**src/rtl/clk_div_multi.sv**
```systemverilog
// clk_div_multi: run-time programmable multi-channel 50 % duty clock divider.
// Each channel counts Clk edges up to its active half-period, toggles its
// output there and emits a one-cycle tick on every rising output edge.
// New half-periods are staged in a shadow register and adopted only at a
// terminal count (or while the channel is disabled), so no runt or stretched
// half-cycle is ever produced.
module clk_div_multi #(
   parameter int CLK_HZ       = 50_000_000,
   parameter int N_CH         = 4,
   parameter int CNT_W        = 26,
   parameter int DEFAULT_HALF = CLK_HZ / 2,
   parameter int CH_W         = (N_CH > 1) ? $clog2(N_CH) : 1
) (
   input  logic              Clk,
   input  logic              Rst,
   input  logic [N_CH-1:0]   En,
   input  logic              DivLoad,
   input  logic [CH_W-1:0]   DivCh,
   input  logic [CNT_W-1:0]  DivValue,
   output logic [N_CH-1:0]   ClkOut,
   output logic [N_CH-1:0]   Tick,
   output logic              LoadErr
);

   localparam int CH_MIN = (N_CH > 1) ? $clog2(N_CH) : 1;
   localparam logic [CNT_W-1:0] DEF_HALF_L = CNT_W'(DEFAULT_HALF);
   localparam logic [CNT_W-1:0] ONE        = CNT_W'(1);
   localparam logic [CH_W:0]    N_CH_L     = (CH_W + 1)'(N_CH);

   // Parameter sanity: channel count, select width and reset half-period fit.
   if (N_CH < 1 || N_CH > 16) begin : g_bad_nch
      $error("clk_div_multi: N_CH must be in 1..16");
   end
   if (CH_W < CH_MIN) begin : g_bad_chw
      $error("clk_div_multi: CH_W too narrow for N_CH");
   end
   if (CLK_HZ < 1 || DEFAULT_HALF < 1 ||
       longint'(DEFAULT_HALF) >= (longint'(1) << CNT_W)) begin : g_bad_def
      $error("clk_div_multi: DEFAULT_HALF must be in 1..2**CNT_W-1");
   end

   logic [CNT_W-1:0] cnt_q [N_CH];
   logic [CNT_W-1:0] cnt_d [N_CH];
   logic [CNT_W-1:0] act_q [N_CH];
   logic [CNT_W-1:0] act_d [N_CH];
   logic [CNT_W-1:0] shd_q [N_CH];
   logic [CNT_W-1:0] shd_d [N_CH];
   logic [N_CH-1:0]  clk_q, clk_d;
   logic [N_CH-1:0]  tick_q, tick_d;
   logic             err_q, err_d;

   logic [CNT_W-1:0] load_val;
   logic             ch_ok;

   // A zero half-period would never terminate; it is promoted to one.
   assign load_val = (DivValue == '0) ? ONE : DivValue;
   assign ch_ok    = ({1'b0, DivCh} < N_CH_L);

   // Next-state: shadow load, then per-channel disable / terminal / count.
   always_comb begin
      err_d = DivLoad & ~ch_ok;
      for (int i = 0; i < N_CH; i++) begin
         shd_d[i]  = shd_q[i];
         act_d[i]  = act_q[i];
         cnt_d[i]  = cnt_q[i];
         clk_d[i]  = clk_q[i];
         tick_d[i] = 1'b0;
         if (DivLoad && ch_ok && (DivCh == CH_W'(i))) begin
            shd_d[i] = load_val;
         end
         if (!En[i]) begin
            cnt_d[i] = ONE;
            clk_d[i] = 1'b0;
            act_d[i] = shd_d[i];
         end else if (cnt_q[i] == act_q[i]) begin
            // Terminal count: toggle and adopt the staged half-period,
            // including one loaded on this very edge.
            clk_d[i]  = ~clk_q[i];
            tick_d[i] = ~clk_q[i];
            cnt_d[i]  = ONE;
            act_d[i]  = shd_d[i];
         end else begin
            cnt_d[i] = cnt_q[i] + ONE;
         end
      end
   end

   // State registers; reset restores the default rate on every channel.
   always_ff @(posedge Clk) begin
      if (Rst) begin
         for (int i = 0; i < N_CH; i++) begin
            cnt_q[i] <= ONE;
            act_q[i] <= DEF_HALF_L;
            shd_q[i] <= DEF_HALF_L;
         end
         clk_q  <= '0;
         tick_q <= '0;
         err_q  <= 1'b0;
      end else begin
         for (int i = 0; i < N_CH; i++) begin
            cnt_q[i] <= cnt_d[i];
            act_q[i] <= act_d[i];
            shd_q[i] <= shd_d[i];
         end
         clk_q  <= clk_d;
         tick_q <= tick_d;
         err_q  <= err_d;
      end
   end

   assign ClkOut  = clk_q;
   assign Tick    = tick_q;
   assign LoadErr = err_q;

endmodule
```
**config.mk**
```make
export PLATFORM = sky130hd
export DESIGN_NAME = clk_div_multi
export DESIGN_NICKNAME = d
export VERILOG_FILES = /design/src/rtl/clk_div_multi.sv
export SDC_FILE = /design/constraint.sdc
export NUM_CORES = 1
export LEC_CHECK = 0
export BUFFER_PORTS_ARGS = -buffer_cell sky130_fd_sc_hd__clkbuf_2
export CORE_ASPECT_RATIO = 1.1
export CORE_MARGIN = 8
export CORE_UTILIZATION = 45
export DETAILED_ROUTE_END_ITERATION = 6
export PLACE_DENSITY = 0.72
export SETUP_SLACK_MARGIN = 0.1
export SYNTH_ARGS = -nofsm -noshare
export SYNTH_HDL_FRONTEND = slang
export SYNTH_SLANG_ARGS = --single-unit
```
**constraint.sdc**
```tcl
create_clock -name Clk -period 2.25 [get_ports Clk]
set_clock_uncertainty 0.15 [all_clocks]
set_input_delay 0.3375 -clock Clk [delete_from_list [all_inputs] [get_ports Clk]]
set_output_delay 0.3375 -clock Clk [all_outputs]
set_load 0.005 [all_outputs]
```
==> results.sh <==
export IMPL_ys_warn_count=0
export IMPL_yosys_register_bits=320
export IMPL_clock_sinks=320
export IMPL_yosysMostFrequentCell="dfxtp_1"
export IMPL_r2r_cells=5
export IMPL_synth_common_cells="dfxtp_1 (320), nand2_1 (243), xnor2_1 (114)"
export IMPL_timing_rr_start="cnt_q[2][10]$_SDFF_PP0_"
export IMPL_grt_ovfl_total=0
export IMPL_fp_row_count=65
export IMPL_drc=0
export IMPL_drt_iter0_markers=634
export IMPL_synth_area_top_cells="dfxtp_1 (49%), xnor2_1 (7.7%), nand2_1 (7.0%)"
export IMPL_fin_crit_sh_pct=92.8
export IMPL_worstReg2RegEnd="ClkOut[2]$_SDFFE_PP0N_"
export IMPL_synthArstFlopShare_pct=0
export IMPL_dr_pass1_iters=5
export IMPL_ant_nets=0
export IMPL_drv_slew=0
export IMPL_maxCapViolCount=0
export IMPL_synth_edf_count=0
export IMPL_drive_above_1_share_pct=13.5
export IMPL_hold_viol=0
export IMPL_maxSlewHeadroom_pct=59.1
export IMPL_finalCriticalPeriod_ps=2090
export IMPL_grt_pass1_vias=9648
export IMPL_postCtsSetupRepairBufs=0
export IMPL_regArea_sq_um=6420
export IMPL_syn_area_sq_um=12900
export IMPL_hold_class="input pin to flip-flop"
export IMPL_grt_max_degree=35
export IMPL_tightest_slew_ps=610
export IMPL_cts_root_buf="clkbuf_16"
export IMPL_nFillCells=2566
export IMPL_die_y_microns=194
export IMPL_grtUsageTotal_pct=17.7
export IMPL_r2r_slack_ps=160
export IMPL_hold_path_end="shd_q[0][3]$_SDFF_PP0_"
export IMPL_ys_seq_area_share_pct=49.5
export IMPL_yosys_area_top_type="dfxtp_1"
export IMPL_finalPower_w=0.0121
export IMPL_hpwl_microns=22000
export IMPL_initial_utilization_pct=45.5
export IMPL_netlist_area_leader_share_pct=49.5
export IMPL_io_pins=44
export IMPL_synthToLayoutAreaGrowth_pct=16.0
export IMPL_cp_end_kind="flip-flop"
export IMPL_yosysUniqueCellTypes=46
export IMPL_fin_nets=1494
export IMPL_cts_tree="yes"
export IMPL_p_per_area_nw_per_um2=804
export IMPL_p_leak_nw=5.88
export IMPL_vdd_drop_max_uv=676
export IMPL_numCtsBuffers=31
export IMPL_io_buffers=42
export IMPL_outcome="finished clean"
export IMPL_dieArea_sq_um=34500
export IMPL_num_antenna_cells=0
export IMPL_wl_per_cell_microns=16.8
export IMPL_hp_start="DivValue[3]"
export IMPL_fmax_mhz=479
export IMPL_ctsHtreeMaxLevel=1
export IMPL_multi_input_area_sq_um=6270
export IMPL_antenna_found_initial=0
export IMPL_grt_pass1_wl_microns=50500
export IMPL_clkTransAtPathRegs_ps=60
export IMPL_die_width_microns=178
export IMPL_tns_ps=0
export IMPL_rsz0062_at_grt="true"
export IMPL_via_per_inst=5.34
export IMPL_crit_arrival_ps=2420
export IMPL_clock_latency_ps=570
export IMPL_worst_endpoint_required_ps=2580
export IMPL_hold_depth=3
export IMPL_cp_max_fo=6
export IMPL_place_congestion=0.865
export IMPL_synth_fp_nets=1426
export IMPL_clockBufferDepth=3
export IMPL_core_sq_um=28500
export IMPL_vias=9855
export IMPL_synthCells=1387
export IMPL_syn_avg_cell_area_sq_um=9.34
export IMPL_routed_wirelength_microns=31000
export IMPL_ys_flop_type="dfxtp_1"
export IMPL_setup_viol=0
export IMPL_crit_type="flip-flop to flip-flop"
export IMPL_start_kind="flip-flop"
[per-stage QoR]
step                      util [%]  cell area (sq um)  setup WS, ps  hold slack [ps]  std cells
after floorplan                  -              12900           312              250       1387
after global placement        48.6              13800         -16.1              276       1787
final                         52.8              15000           161             23.1       1845
after CTS                     52.4              14900           127             11.0       1845
after global routing          52.8              15000          72.8             22.8       1845
after detailed placement      48.6              13800         -9.46              281       1787
[cells by family after synthesis]
family          Yosys count  synth area share [%]
mux                       4                 0.309
simple gates            588                  23.1
flops                   320                  49.5
xor+xnor                195                  13.2
buf+inv                  85                  2.90
compound gates          190                  10.6
other cells               1                0.0290
fa+ha+maj                 4                 0.387
[per-layer routing]
metal	global-route usage [%]	wire length, microns	up-vias
met5	0	0	-
met4	5.96	936	0
met3	2.42	1300	71
met2	29.8	14900	224
met1	22.9	13800	4660
li1	-	-	4900
[final cells by class]
class                      instances  area share (%)
clock buffer                      44            6.09
clock inverter                    11           0.767
inverter                           9           0.225
multi-input combinational        982            41.8
sequential                       320            42.7
tap                              368            3.07
timing repair buffer             111            5.33
[what timing repair did]
action / CTS / global route
gates resized for setup: 3 / 23
hold buffers: 3 / 0
endpoints found under the setup margin: 35 / 168
pin swaps: 0 / 6
hold endpoints to repair: 6 / 0
[worst max-delay path, stage by stage, from the launching register on]
cell	delay (ps)
dfxtp_1	450
xnor2_1	170
nand4_1	160
or4b_4	600
or3_1	360
a21oi_1	130
[placed cells by master (no fill, tap or decap), types with 4 or more instances in the layout]
master and n:
nand2_1 243, nor4_2 7, a22o_1 48, a21oi_1 62, clkbuf_1 4, xnor2_1 113
clkinv_2 6, o22a_1 52, or3_1 10, ha_1 4, buf_12 5, nand3_1 27
buf_4 62, and3_1 12, clkbuf_16 31, clkbuf_2 41, nand3b_1 50, mux2i_1 4
o21ai_0 8, o31ai_1 5, xor2_1 80, dfxtp_1 312, inv_1 9, nand2b_1 8
dfxtp_2 8, nor3_1 12, nor2_1 90, and2_1 32, a21o_1 4, nor4_1 12
and4_1 10, nand4_1 50, clkbuf_8 9
[power breakdown]
part / leakage [nW] / internal (W) / switching, W
Combinational: 2.75 / 0.000371 / 0.000461
Clock: 0.512 / 0.00304 / 0.00216
Sequential: 2.62 / 0.00589 / 0.000142
[state kept, by name, summed over array words and instances, names as in the netlist]
| register | flops |
|---|---|
| ClkOut | 4 |
| cnt_q | 104 |
| Tick | 4 |
| act_q | 104 |
| shd_q | 104 |
[worst max path at each step]
| stage | from | end | slack, ps | cells after the start |
|---|---|---|---|---|
| 2_1_floorplan | cnt_q[1][0]$_SDFF_PP1_ | ClkOut[1]$_SDFFE_PP0N_ | 310 | 5 |
| 3_3_place_gp | DivValue[6] | act_q[0][0]$_SDFFE_PP0P_ | -20 | 6 |
| 3_5_place_dp | DivValue[6] | act_q[0][0]$_SDFFE_PP0P_ | -9 | 6 |
| 4_1_cts | cnt_q[0][4]$_SDFF_PP0_ | act_q[0][8]$_SDFFE_PP0P_ | 130 | 6 |
| 5_1_grt | act_q[3][2]$_SDFFE_PP0P_ | act_q[3][12]$_SDFFE_PP1P_ | 70 | 6 |
| 6_report | cnt_q[2][10]$_SDFF_PP0_ | ClkOut[2]$_SDFFE_PP0N_ | 160 | 5 |
Note: power is estimated with default switching activity, not from simulation.
